File: config.mk
export PLATFORM = sky130hd
export DESIGN_NAME = bt_cmd_sched
export DESIGN_NICKNAME = d
export VERILOG_FILES = /design/src/rtl/bt_cmd_sched.sv
export SDC_FILE = /design/constraint.sdc
export NUM_CORES = 1
export LEC_CHECK = 0
export CAP_MARGIN = 20
export CELL_PAD_IN_SITES_DETAIL_PLACEMENT = 2
export CELL_PAD_IN_SITES_GLOBAL_PLACEMENT = 2
export CORE_MARGIN = 8
export CORE_UTILIZATION = 45
export DETAILED_ROUTE_END_ITERATION = 10
export GPL_TIMING_DRIVEN = 0
export PLACE_DENSITY = 0.92
export SLEW_MARGIN = 30
export SYNTH_ARGS = -nofsm -noshare
export SYNTH_HDL_FRONTEND = slang
export SYNTH_SLANG_ARGS = --single-unit
File: constraint.sdc
create_clock -name clk -period 4.56 [get_ports clk]
set_input_delay 0.912 -clock clk [delete_from_list [all_inputs] [get_ports clk]]
set_output_delay 0.912 -clock clk [all_outputs]
set_load 0.01 [all_outputs]
File: src/rtl/bt_cmd_sched.sv
// UART command-frame parser (A5, cmd, arg[, sum]) feeding a first-word-fall-through command FIFO.
// Optional checksum byte enabled by defining BT_CMD_CHKSUM_EN.
module bt_cmd_sched #(
  parameter int TIMEOUT = 52085,
  parameter int DEPTH   = 4
) (
  input  logic       clk,
  input  logic       rst,
  input  logic [7:0] rx_data,
  input  logic       rx_valid,
  output logic [2:0] cmd_code,
  output logic [7:0] cmd_arg,
  output logic       cmd_valid,
  input  logic       cmd_ready,
  output logic [3:0] fifo_count,
  output logic       frame_err,
  output logic       overflow
);
  localparam int AW = (DEPTH > 1) ? $clog2(DEPTH) : 1;
  localparam int TW = $clog2(TIMEOUT);

`ifdef BT_CMD_CHKSUM_EN
  typedef enum logic [1:0] {S_IDLE, S_CMD, S_ARG, S_SUM} state_t;
`else
  typedef enum logic [1:0] {S_IDLE, S_CMD, S_ARG} state_t;
`endif

  state_t          state_q;
  logic [TW-1:0]   timer_q;
  logic [7:0]      cmd_q;
`ifdef BT_CMD_CHKSUM_EN
  logic [7:0]      arg_q;
`endif
  logic [10:0]     mem_q [DEPTH];
  logic [AW-1:0]   wr_ptr_q, rd_ptr_q;
  logic [3:0]      count_q;
  logic            frame_err_q, overflow_q;

  logic            last_byte, frame_ok, push, do_push, pop, full, timeout_hit;
  logic [7:0]      push_arg;

  always_comb begin
    frame_ok = (cmd_q[7:3] == 5'd0);
`ifdef BT_CMD_CHKSUM_EN
    last_byte = rx_valid && (state_q == S_SUM);
    frame_ok  = frame_ok && (rx_data == 8'(cmd_q + arg_q));
    push_arg  = arg_q;
`else
    last_byte = rx_valid && (state_q == S_ARG);
    push_arg  = rx_data;
`endif
    push        = last_byte && frame_ok;
    pop         = (count_q != 4'd0) && cmd_ready;
    full        = (count_q == 4'(DEPTH));
    // A full FIFO still takes the push when the head leaves on the same edge
    do_push     = push && (!full || pop);
    timeout_hit = (state_q != S_IDLE) && !rx_valid && (timer_q == TW'(TIMEOUT - 2));
  end

  always_ff @(posedge clk or posedge rst) begin
    if (rst) begin
      state_q     <= S_IDLE;
      timer_q     <= '0;
      cmd_q       <= '0;
`ifdef BT_CMD_CHKSUM_EN
      arg_q       <= '0;
`endif
      for (int i = 0; i < DEPTH; i++) mem_q[i] <= '0;
      wr_ptr_q    <= '0;
      rd_ptr_q    <= '0;
      count_q     <= '0;
      frame_err_q <= 1'b0;
      overflow_q  <= 1'b0;
    end else begin
      frame_err_q <= (last_byte && !frame_ok) || timeout_hit;
      overflow_q  <= push && !do_push;

      if (rx_valid || state_q == S_IDLE || timeout_hit) timer_q <= '0;
      else                                              timer_q <= timer_q + TW'(1);

      if (timeout_hit) begin
        state_q <= S_IDLE;
      end else if (rx_valid) begin
        case (state_q)
          S_IDLE: if (rx_data == 8'hA5) state_q <= S_CMD;
          S_CMD: begin
            cmd_q   <= rx_data;
            state_q <= S_ARG;
          end
`ifdef BT_CMD_CHKSUM_EN
          S_ARG: begin
            arg_q   <= rx_data;
            state_q <= S_SUM;
          end
          S_SUM:   state_q <= S_IDLE;
`else
          S_ARG:   state_q <= S_IDLE;
`endif
          default: state_q <= S_IDLE;
        endcase
      end

      if (do_push) begin
        mem_q[wr_ptr_q] <= {cmd_q[2:0], push_arg};
        wr_ptr_q        <= wr_ptr_q + AW'(1);
      end
      if (pop) rd_ptr_q <= rd_ptr_q + AW'(1);
      count_q <= count_q + 4'(do_push) - 4'(pop);
    end
  end

  assign cmd_code   = mem_q[rd_ptr_q][10:8];
  assign cmd_arg    = mem_q[rd_ptr_q][7:0];
  assign cmd_valid  = (count_q != 4'd0);
  assign fifo_count = count_q;
  assign frame_err  = frame_err_q;
  assign overflow   = overflow_q;
endmodule

Word level (Yosys, flattened, before mapping)
Index checks and enable logic that the tools add are counted.

operators by class
  add/sub/neg operators = 5
  multipliers = 0
  divide/modulo/power cells = 0
  $lt $le $gt $ge = 3
  equality and inequality tests = 6
  shift-type cells = 0
  muxes and demuxes = 11
  bitwise logic cells = 3
  reductions and logical operators = 24

operators with widths
  cell                     number
  $bwmux W44               1
  $mux W11                 3
  $bmux W11 S2             1
  $demux W11 S2            1
  $add A16 B1 Y16 const B  1
  $eq A16 B16 Y1 const B   1
  $mux W16                 1
  $logic_and A1 B1 Y1      9
  $eq A8 B8 Y1 const B     1
  $ge A3 B3 Y1 const B     2
  $mux W2                  3
  $not A2 Y3               2
  $logic_not A5 Y1         1
  $add A2 B1 Y2 const B    2
  $add A4 B1 Y4            1
  $eq A4 B3 Y1 const B     1
  $logic_not A1 Y1         4
  $logic_or A1 B1 Y1       4
  $pmux W2 S2              1
  $reduce_bool A2 Y1       2
  $reduce_bool A4 Y1       1
  $sub A4 B1 Y4            1
  $lt A3 B1 Y1 const B     1
  $ne A3 B2 Y1 const B     1
  other kinds (6)          6

word-level totals
  bits in registers = 80
  bits in latches = 0
  bits in writable memories = 0
  ROM bits = 0
  output and inout bits = 18
  memories = 0

Depth between registers and ports, before layout
Gate-level depths: netlist (run 1).

  depth after elaboration = 6
  gate-level depth with buffers = 12
  mapped depth without buffers = 12

Worst setup path before layout (run 1)
Ideal clock, no wire load.

  kind = input port to flip-flop
  start point = input rx_valid
  end point = register count_q[2] (netlist: fifo_count[2])
  library setup time = 0.123 ns
  data arrival time = 2.502 ns
  required time = 4.437 ns
  setup slack = 1.936 ns
  stages = 10
  path buffers = 0
  cell sequence = nand3b_1 > nor3_4 > and2_1 > inv_1 > ha_1 > inv_1 > ha_1 > inv_1 > fa_1 > xnor2_1

between the ends
  longest elaborated chain between the ends = 5

ends and longest elaborated chain
  item                  RTL line  RTL
  start, declared       10        input logic rx_valid,
  $logic_and A1 B1 Y1   49        last_byte = rx_valid && (state_q == S_ARG);
  $logic_and A1 B1 Y1   52        push = last_byte && frame_ok;
  $logic_and A1 B1 Y1   56        do_push = push && (!full || pop);
  $add A4 B1 Y4         108       count_q <= count_q + 4'(do_push) - 4'(pop);
  $sub A4 B1 Y4         108
  end signal, assigned  108
  end, declared         36        logic [3:0] count_q;

No other way between the ends.
A chain may end at the register's enable or synchronous reset.

Worst setup path in the final report (run 1)
  start point = register rd_ptr_q[1]
  end point = output cmd_code[1]

between the ends
  longest elaborated chain between the ends = 4

ends and longest elaborated chain
  item                              RTL line  RTL
  start, declared                   35        logic [AW-1:0] wr_ptr_q, rd_ptr_q;
  start signal, assigned            107       if (pop) rd_ptr_q <= rd_ptr_q + AW'(1);
  $not A2 Y3 (implied by the code)  112       assign cmd_code = mem_q[rd_ptr_q][10:8];
  $bmux W11 S2                      112
  $mux W11 (2 in a row)             -
  end, declared                     11        output logic [2:0] cmd_code,

No other way between the ends. The select of a mux whose other input is x is not followed.

==> impl_metrics.env, run 1 <==
export IMPL_cp_arrival_ps=2390
export IMPL_grt_pass1_vias=2741
export IMPL_endpoint_kind="primary output"
export IMPL_io_buffers=29
export IMPL_die_y_um=109
export IMPL_drt_first_pass_iters=4
export IMPL_slowest_delay_ps=650
export IMPL_fill_cells=791
export IMPL_period_share_pct=72.4
export IMPL_cp_data_required_time_ps=3650
export IMPL_period_needed_ps=3300
export IMPL_dp_hpwl_mm=7.40
export IMPL_multiInputGateArea_sq_um=1760
export IMPL_core_sq_um=8550
export IMPL_design_area_sq_um=4530
export IMPL_syn_area_sq_um=3890
export IMPL_rsz0062_at_grt="false"
export IMPL_routed_wl_mm=10.1
export IMPL_area_growth_syn_to_layout_pct=16.5
export IMPL_fp_dieW_um=109
export IMPL_syn_area_per_cell_sq_um=14.3
export IMPL_clock_sinks=80
export IMPL_synth_most_common_cell="dfrtp_1"
export IMPL_grt_usage_pct=18.3
export IMPL_worstHoldStart="mem_q[18]"
export IMPL_placed_area_sq_um=4340
export IMPL_path_clk_slew_ps=90
export IMPL_power_density_nw_per_um2=367
export IMPL_skew_ps=11.3
export IMPL_diodes=0
export IMPL_p_leak_nw=2.11
export IMPL_worst_pin_slew_ps=833
export IMPL_power_mw=1.66
export IMPL_antenna_found_initial=0
export IMPL_synth_top_area_share_pct=51.5
export IMPL_netlist_instances=271
export IMPL_initial_utilization_pct=45.4
export IMPL_cts_max_level=3
export IMPL_rows=34
export IMPL_min_to="mem_q[18]"
export IMPL_synth_ff_type="dfrtp_1"
export IMPL_vias=2334
export IMPL_slew_headroom_pct=44.5
export IMPL_ir_drop_mv=0.222
export IMPL_post_cts_buffers=0
export IMPL_reg2reg_depth=10
export IMPL_yosys_area_top_type="dfrtp_1"
export IMPL_crit_path_start_kind="flip-flop"
export IMPL_grt_max_degree=42
export IMPL_hold_class="reg -> reg"
export IMPL_fin_hold_ws_ps=518
export IMPL_cts_made_buffers=9
export IMPL_fin_nets=336
export IMPL_gp_congestion=0.725
export IMPL_reg2reg_slack_ps=1720
export IMPL_crit_buf_inv=2
export IMPL_antenna_left=0
export IMPL_fmax_ghz=0.303
export IMPL_grt_pass1_wl_mm=16.1
export IMPL_outcome="complete, no violations"
export IMPL_ioPinCount=30
export IMPL_yosys_warnings=0
export IMPL_slowest_stage="buf_1"
export IMPL_r2r_end="fifo_count[2]"
export IMPL_worstPathCellList="buf_1, mux4_2, clkdlybuf4s50_1"
export IMPL_ys_ff_latch=80
export IMPL_cts_root_buf="clkbuf_8"
export IMPL_maxSlewViolCount=0
export IMPL_seqCellArea_sq_um=2000
export IMPL_ys_seq_area_share_pct=51.5
export IMPL_wl_per_cell_um=23.8
export IMPL_crit_type="reg -> out"
export IMPL_drt_iter0_drc=47
export IMPL_cp_max_fo=10
export IMPL_post_cts_resized=0
export IMPL_via_per_inst=5.49
export IMPL_synth_common_cells="dfrtp_1, mux2_4, nor2_1"
export IMPL_drive_above_1_share_pct=29.0
export IMPL_reg2reg_from="cmd_q[4]"
export IMPL_die_area_sq_um=11900
export IMPL_hold_buffers=0
export IMPL_clock_latency_ps=360
export IMPL_path_delay_family="buffers and inverters"
export IMPL_holdPathStages=1
export IMPL_hold_violations=0
export IMPL_ctsLongestPathBuffers=2
export IMPL_synthTopCellsByArea="dfrtp_1, mux2_4, mux4_2"
export IMPL_gr_total_overflow=0
export IMPL_cap_violations=0
export IMPL_synth_cell_types=40
export IMPL_synthArstFlopShare_pct=100
export IMPL_synth_edf_count=0
export IMPL_cts_tree="done"
export IMPL_syn_num_nets=295
export IMPL_route_detailed_drc=0
export IMPL_setup_viol=0
export IMPL_tns_ps=0
where the power goes:
group	switching [mW]	internal (mW)	total (mW)
Combinational	0.184	0.171	0.354
Sequential	0.0454	0.751	0.797
Clock	0.291	0.219	0.511
cells in the final DEF (no fill, tap or decap), drive strengths merged, types with 6 or more instances in the layout:
master	n
ha	11
clkbuf	12
dfrtp	80
clkdlybuf4s50	29
nand4	6
mux4	11
nand3	12
mux2	52
buf	7
nor2	16
inv	15
xor2	13
nand2	9
cell families after synthesis:
kind of cell	after synthesis	share of synthesized area [%]
AOI/OAI and AO/OA	13	2.03
and+or+nand+nor	65	9.98
muxes	63	25.3
buffers and inverters	21	3.28
adders and majority gates	12	4.06
xor gates and xnor gates	17	3.83
DFF	80	51.5
per-stage QoR:
stage	std cells	worst slack (ps)	utilization (%)
after detailed placement	409	1110	50.7
after global placement	408	296	50.4
after floorplan	271	1600	-
after global routing	425	1150	52.9
after CTS	425	1210	52.9
final	425	1260	52.9
flip-flops by register name, indices dropped and copies added, names as in the netlist:
register and flops:
mem_q 44, timer_q 16, cmd_q 8, fifo_count 4, rd_ptr_q 2, state_q 2, wr_ptr_q 2, frame_err 1
overflow 1
worst register-to-register path, cell delays in order, from the launching register on:
cell and delay (ps):
dfrtp_1 410, or4_4 590, nor3_4 360, and2_1 240, inv_1 60, ha_1 280, inv_1 60, ha_1 160
inv_1 50, fa_1 400, xnor2_1 140
layout make-up:
class	instances	area share, %
repair buffers	30	6.86
well taps	108	2.99
plain buffers	8	1.74
clock buffers	10	3.04
inverters	13	1.19
multi-input cells	170	38.8
flip-flops and latches	80	44.2
clock inverters	6	1.13
worst max path at each step:
stage	from	end	slack, ps	cells after the start
floorplan	rst	cmd_q[0]	1600	1
global placement	rst	mem_q[2]	300	2
detailed placement	rx_valid	fifo_count[2]	1110	11
CTS	rd_ptr_q[0]	cmd_code[1]	1210	3
global route	rd_ptr_q[0]	cmd_code[1]	1150	3
finish	rd_ptr_q[1]	cmd_code[1]	1260	3
metal layers:
layer	global-route usage [%]	wire, um	part of all wire (%)
met1	21.3	4220	42
met3	3.66	325	3.2
met5	0	0	0
met2	32.7	5390	53
met4	6.35	175	1.7
Power figures use the tool's default switching activity.
==> inputs of run 2 (changes only) <==
--- a/config.mk
+++ b/config.mk
@@ -9,10 +9,10 @@
 export CELL_PAD_IN_SITES_DETAIL_PLACEMENT = 2
 export CELL_PAD_IN_SITES_GLOBAL_PLACEMENT = 2
 export CORE_MARGIN = 8
-export CORE_UTILIZATION = 45
+export CORE_UTILIZATION = 38
 export DETAILED_ROUTE_END_ITERATION = 10
 export GPL_TIMING_DRIVEN = 0
-export PLACE_DENSITY = 0.92
+export PLACE_DENSITY = 0.84
 export SLEW_MARGIN = 30
 export SYNTH_ARGS = -nofsm -noshare
 export SYNTH_HDL_FRONTEND = slang
==> constraint.sdc (replaced) <==
create_clock -name clk -period 3 [get_ports clk]
set_input_delay 0.6 -clock clk [delete_from_list [all_inputs] [get_ports clk]]
set_output_delay 0.6 -clock clk [all_outputs]
set_load 0.01 [all_outputs]
==> impl_metrics.env, run 2 (synthesis gave the netlist of run 1 again) <==
export IMPL_most_common_layout_cells="dfrtp_1, mux2_4, clkdlybuf4s50_1"
export IMPL_gp_congestion=0.736
export IMPL_cts_max_level=3
export IMPL_diodes=0
export IMPL_pwr_share_comb_pct=21.5
export IMPL_ir_drop_mv=0.327
export IMPL_ioPinCount=30
export IMPL_antenna_left=0
export IMPL_mostFrequentLayoutCell="dfrtp_1"
export IMPL_routed_wl_mm=9.97
export IMPL_drive_above_1_share_pct=29.8
export IMPL_slowest_stage="mux4_2"
export IMPL_cp_max_fo=10
export IMPL_grt_pass1_wl_mm=16.1
export IMPL_grt_max_degree=46
export IMPL_maxSlewViolCount=0
export IMPL_p_seq_share_pct=48.0
export IMPL_cap_violations=0
export IMPL_cts_root_buf="clkbuf_8"
export IMPL_setup_ws_ps=132
export IMPL_max_flop_register="mem_q"
export IMPL_grt_pass1_vias=2828
export IMPL_drt_first_pass_iters=4
export IMPL_cp_arrival_ps=2270
export IMPL_drt_iter0_drc=67
export IMPL_cts_tree="done"
export IMPL_rows=37
export IMPL_fmax_ghz=0.349
export IMPL_period_share_pct=95.6
export IMPL_period_needed_ps=2870
export IMPL_hold_class="reg -> reg"
export IMPL_area_growth_syn_to_layout_pct=18.0
export IMPL_largestRegisters="mem_q (44), timer_q (16), cmd_q (8)"
export IMPL_antenna_found_initial=0
export IMPL_placed_area_sq_um=4380
export IMPL_reg2reg_slack_ps=240
export IMPL_die_area_sq_um=13700
export IMPL_route_detailed_drc=0
export IMPL_clock_latency_ps=370
export IMPL_pre_cts_ws_ps=-189
export IMPL_fin_nets=338
export IMPL_stdcell_count=455
export IMPL_setup_viol=0
export IMPL_worstPathCellList="buf_4, mux4_2, clkdlybuf4s50_1"
export IMPL_via_per_inst=5.17
export IMPL_grt_usage_pct=16.2
export IMPL_wl_per_cell_um=21.9
export IMPL_slew_headroom_pct=56.7
export IMPL_die_y_um=117
export IMPL_dp_hpwl_mm=7.12
export IMPL_swShare_pct=31.2
export IMPL_clockPowerShare_pct=30.5
export IMPL_place_detailed_instances=437
export IMPL_core_sq_um=10100
export IMPL_gr_total_overflow=0
export IMPL_power_density_nw_per_um2=550
export IMPL_worst_pin_slew_ps=644
export IMPL_p_leak_nw=2.13
export IMPL_ctsLongestPathBuffers=2
export IMPL_io_buffers=29
export IMPL_design_area_sq_um=4590
export IMPL_internal_power_mw=1.74
export IMPL_cp_data_required_time_ps=2400
export IMPL_slowest_delay_ps=550
export IMPL_hold_violations=0
export IMPL_crit_type="reg -> out"
export IMPL_largest_reg_flops=44
export IMPL_path_clk_slew_ps=100
export IMPL_outcome="complete, no violations"
export IMPL_endpoint_kind="primary output"
export IMPL_skew_ps=15.7
export IMPL_cts_made_buffers=9
export IMPL_rsz0062_at_grt="false"
export IMPL_hold_buffers=0
export IMPL_clock_sinks=80
export IMPL_fp_dieW_um=117
export IMPL_fill_cells=971
export IMPL_initial_utilization_pct=38.3
export IMPL_p_switching_mw=0.786
export IMPL_crit_path_start_kind="flip-flop"
export IMPL_vias=2353
-- run 2: path summary, 6_finish.rpt --
check                           endpoint   startpoint  depth (start not counted)
max                           cmd_arg[1]  rd_ptr_q[0]                          3
min                             mem_q[8]     mem_q[8]                          1
max reg2reg                fifo_count[2]     cmd_q[4]                         10
min reg2reg                     mem_q[8]     mem_q[8]                          1
max in group asynchronous       mem_q[2]          rst                          3
min in group asynchronous       cmd_q[6]          rst                          2
-- run 2: power by group through the flow --
stage / clock network, mW / registers [mW] / logic (mW)
after floorplan: 0 / 1.23 / 0.327
after global placement: 0 / 1.23 / 0.507
after detailed placement: 0 / 1.24 / 0.550
after CTS: 0.787 / 1.22 / 0.565
after global routing: 0.837 / 1.23 / 0.611
final: 0.769 / 1.21 / 0.542
-- run 2: timing repair --
action / CTS / global route
setup buffers: 0 / 2
pin swaps: 0 / 1
endpoints found under the setup margin: 5 / 3
gates resized for setup: 2 / 0
-- run 2: critical path, delay by kind of cell, from the launching register on --
| kind | cells | cell delay (ps) |
|---|---|---|
| buf+inv | 2 | 850 |
| mux | 1 | 550 |
| flops | 1 | 500 |
-- run 2: through the flow --
step / total power [mW] / utilization, % / TNS [ps] / hold slack (ps)
after global routing: 2.67 / 45.2 / 0 / 537
after CTS: 2.57 / 45.1 / 0 / 517
after global placement: 1.74 / 42.9 / -80010 / 470
after detailed placement: 1.78 / 43.2 / -469 / 498
after floorplan: 1.55 / - / 0 / 448
final: 2.52 / 45.2 / 0 / 514
-- run 2: metal layers --
layer / track usage, % / up-vias / part of all wire [%]
met3: 3.95 / 13 / 3.0
met5: 0 / - / 0
met2: 28.6 / 37 / 53
li1: - / 1053 / -
met1: 18.6 / 1250 / 42
met4: 6.23 / 0 / 1.9
-- run 2: area by class of cell --
cell class	count	area [sq um]	area share, %
well taps	136	170	3.71
clock inverters	6	50.0	1.09
clock buffers	10	138	3.00
multi-input cells	170	1760	38.3
flip-flops and latches	80	2000	43.7
inverters	13	53.8	1.17
plain buffers	8	82.6	1.80
repair buffers	32	333	7.26
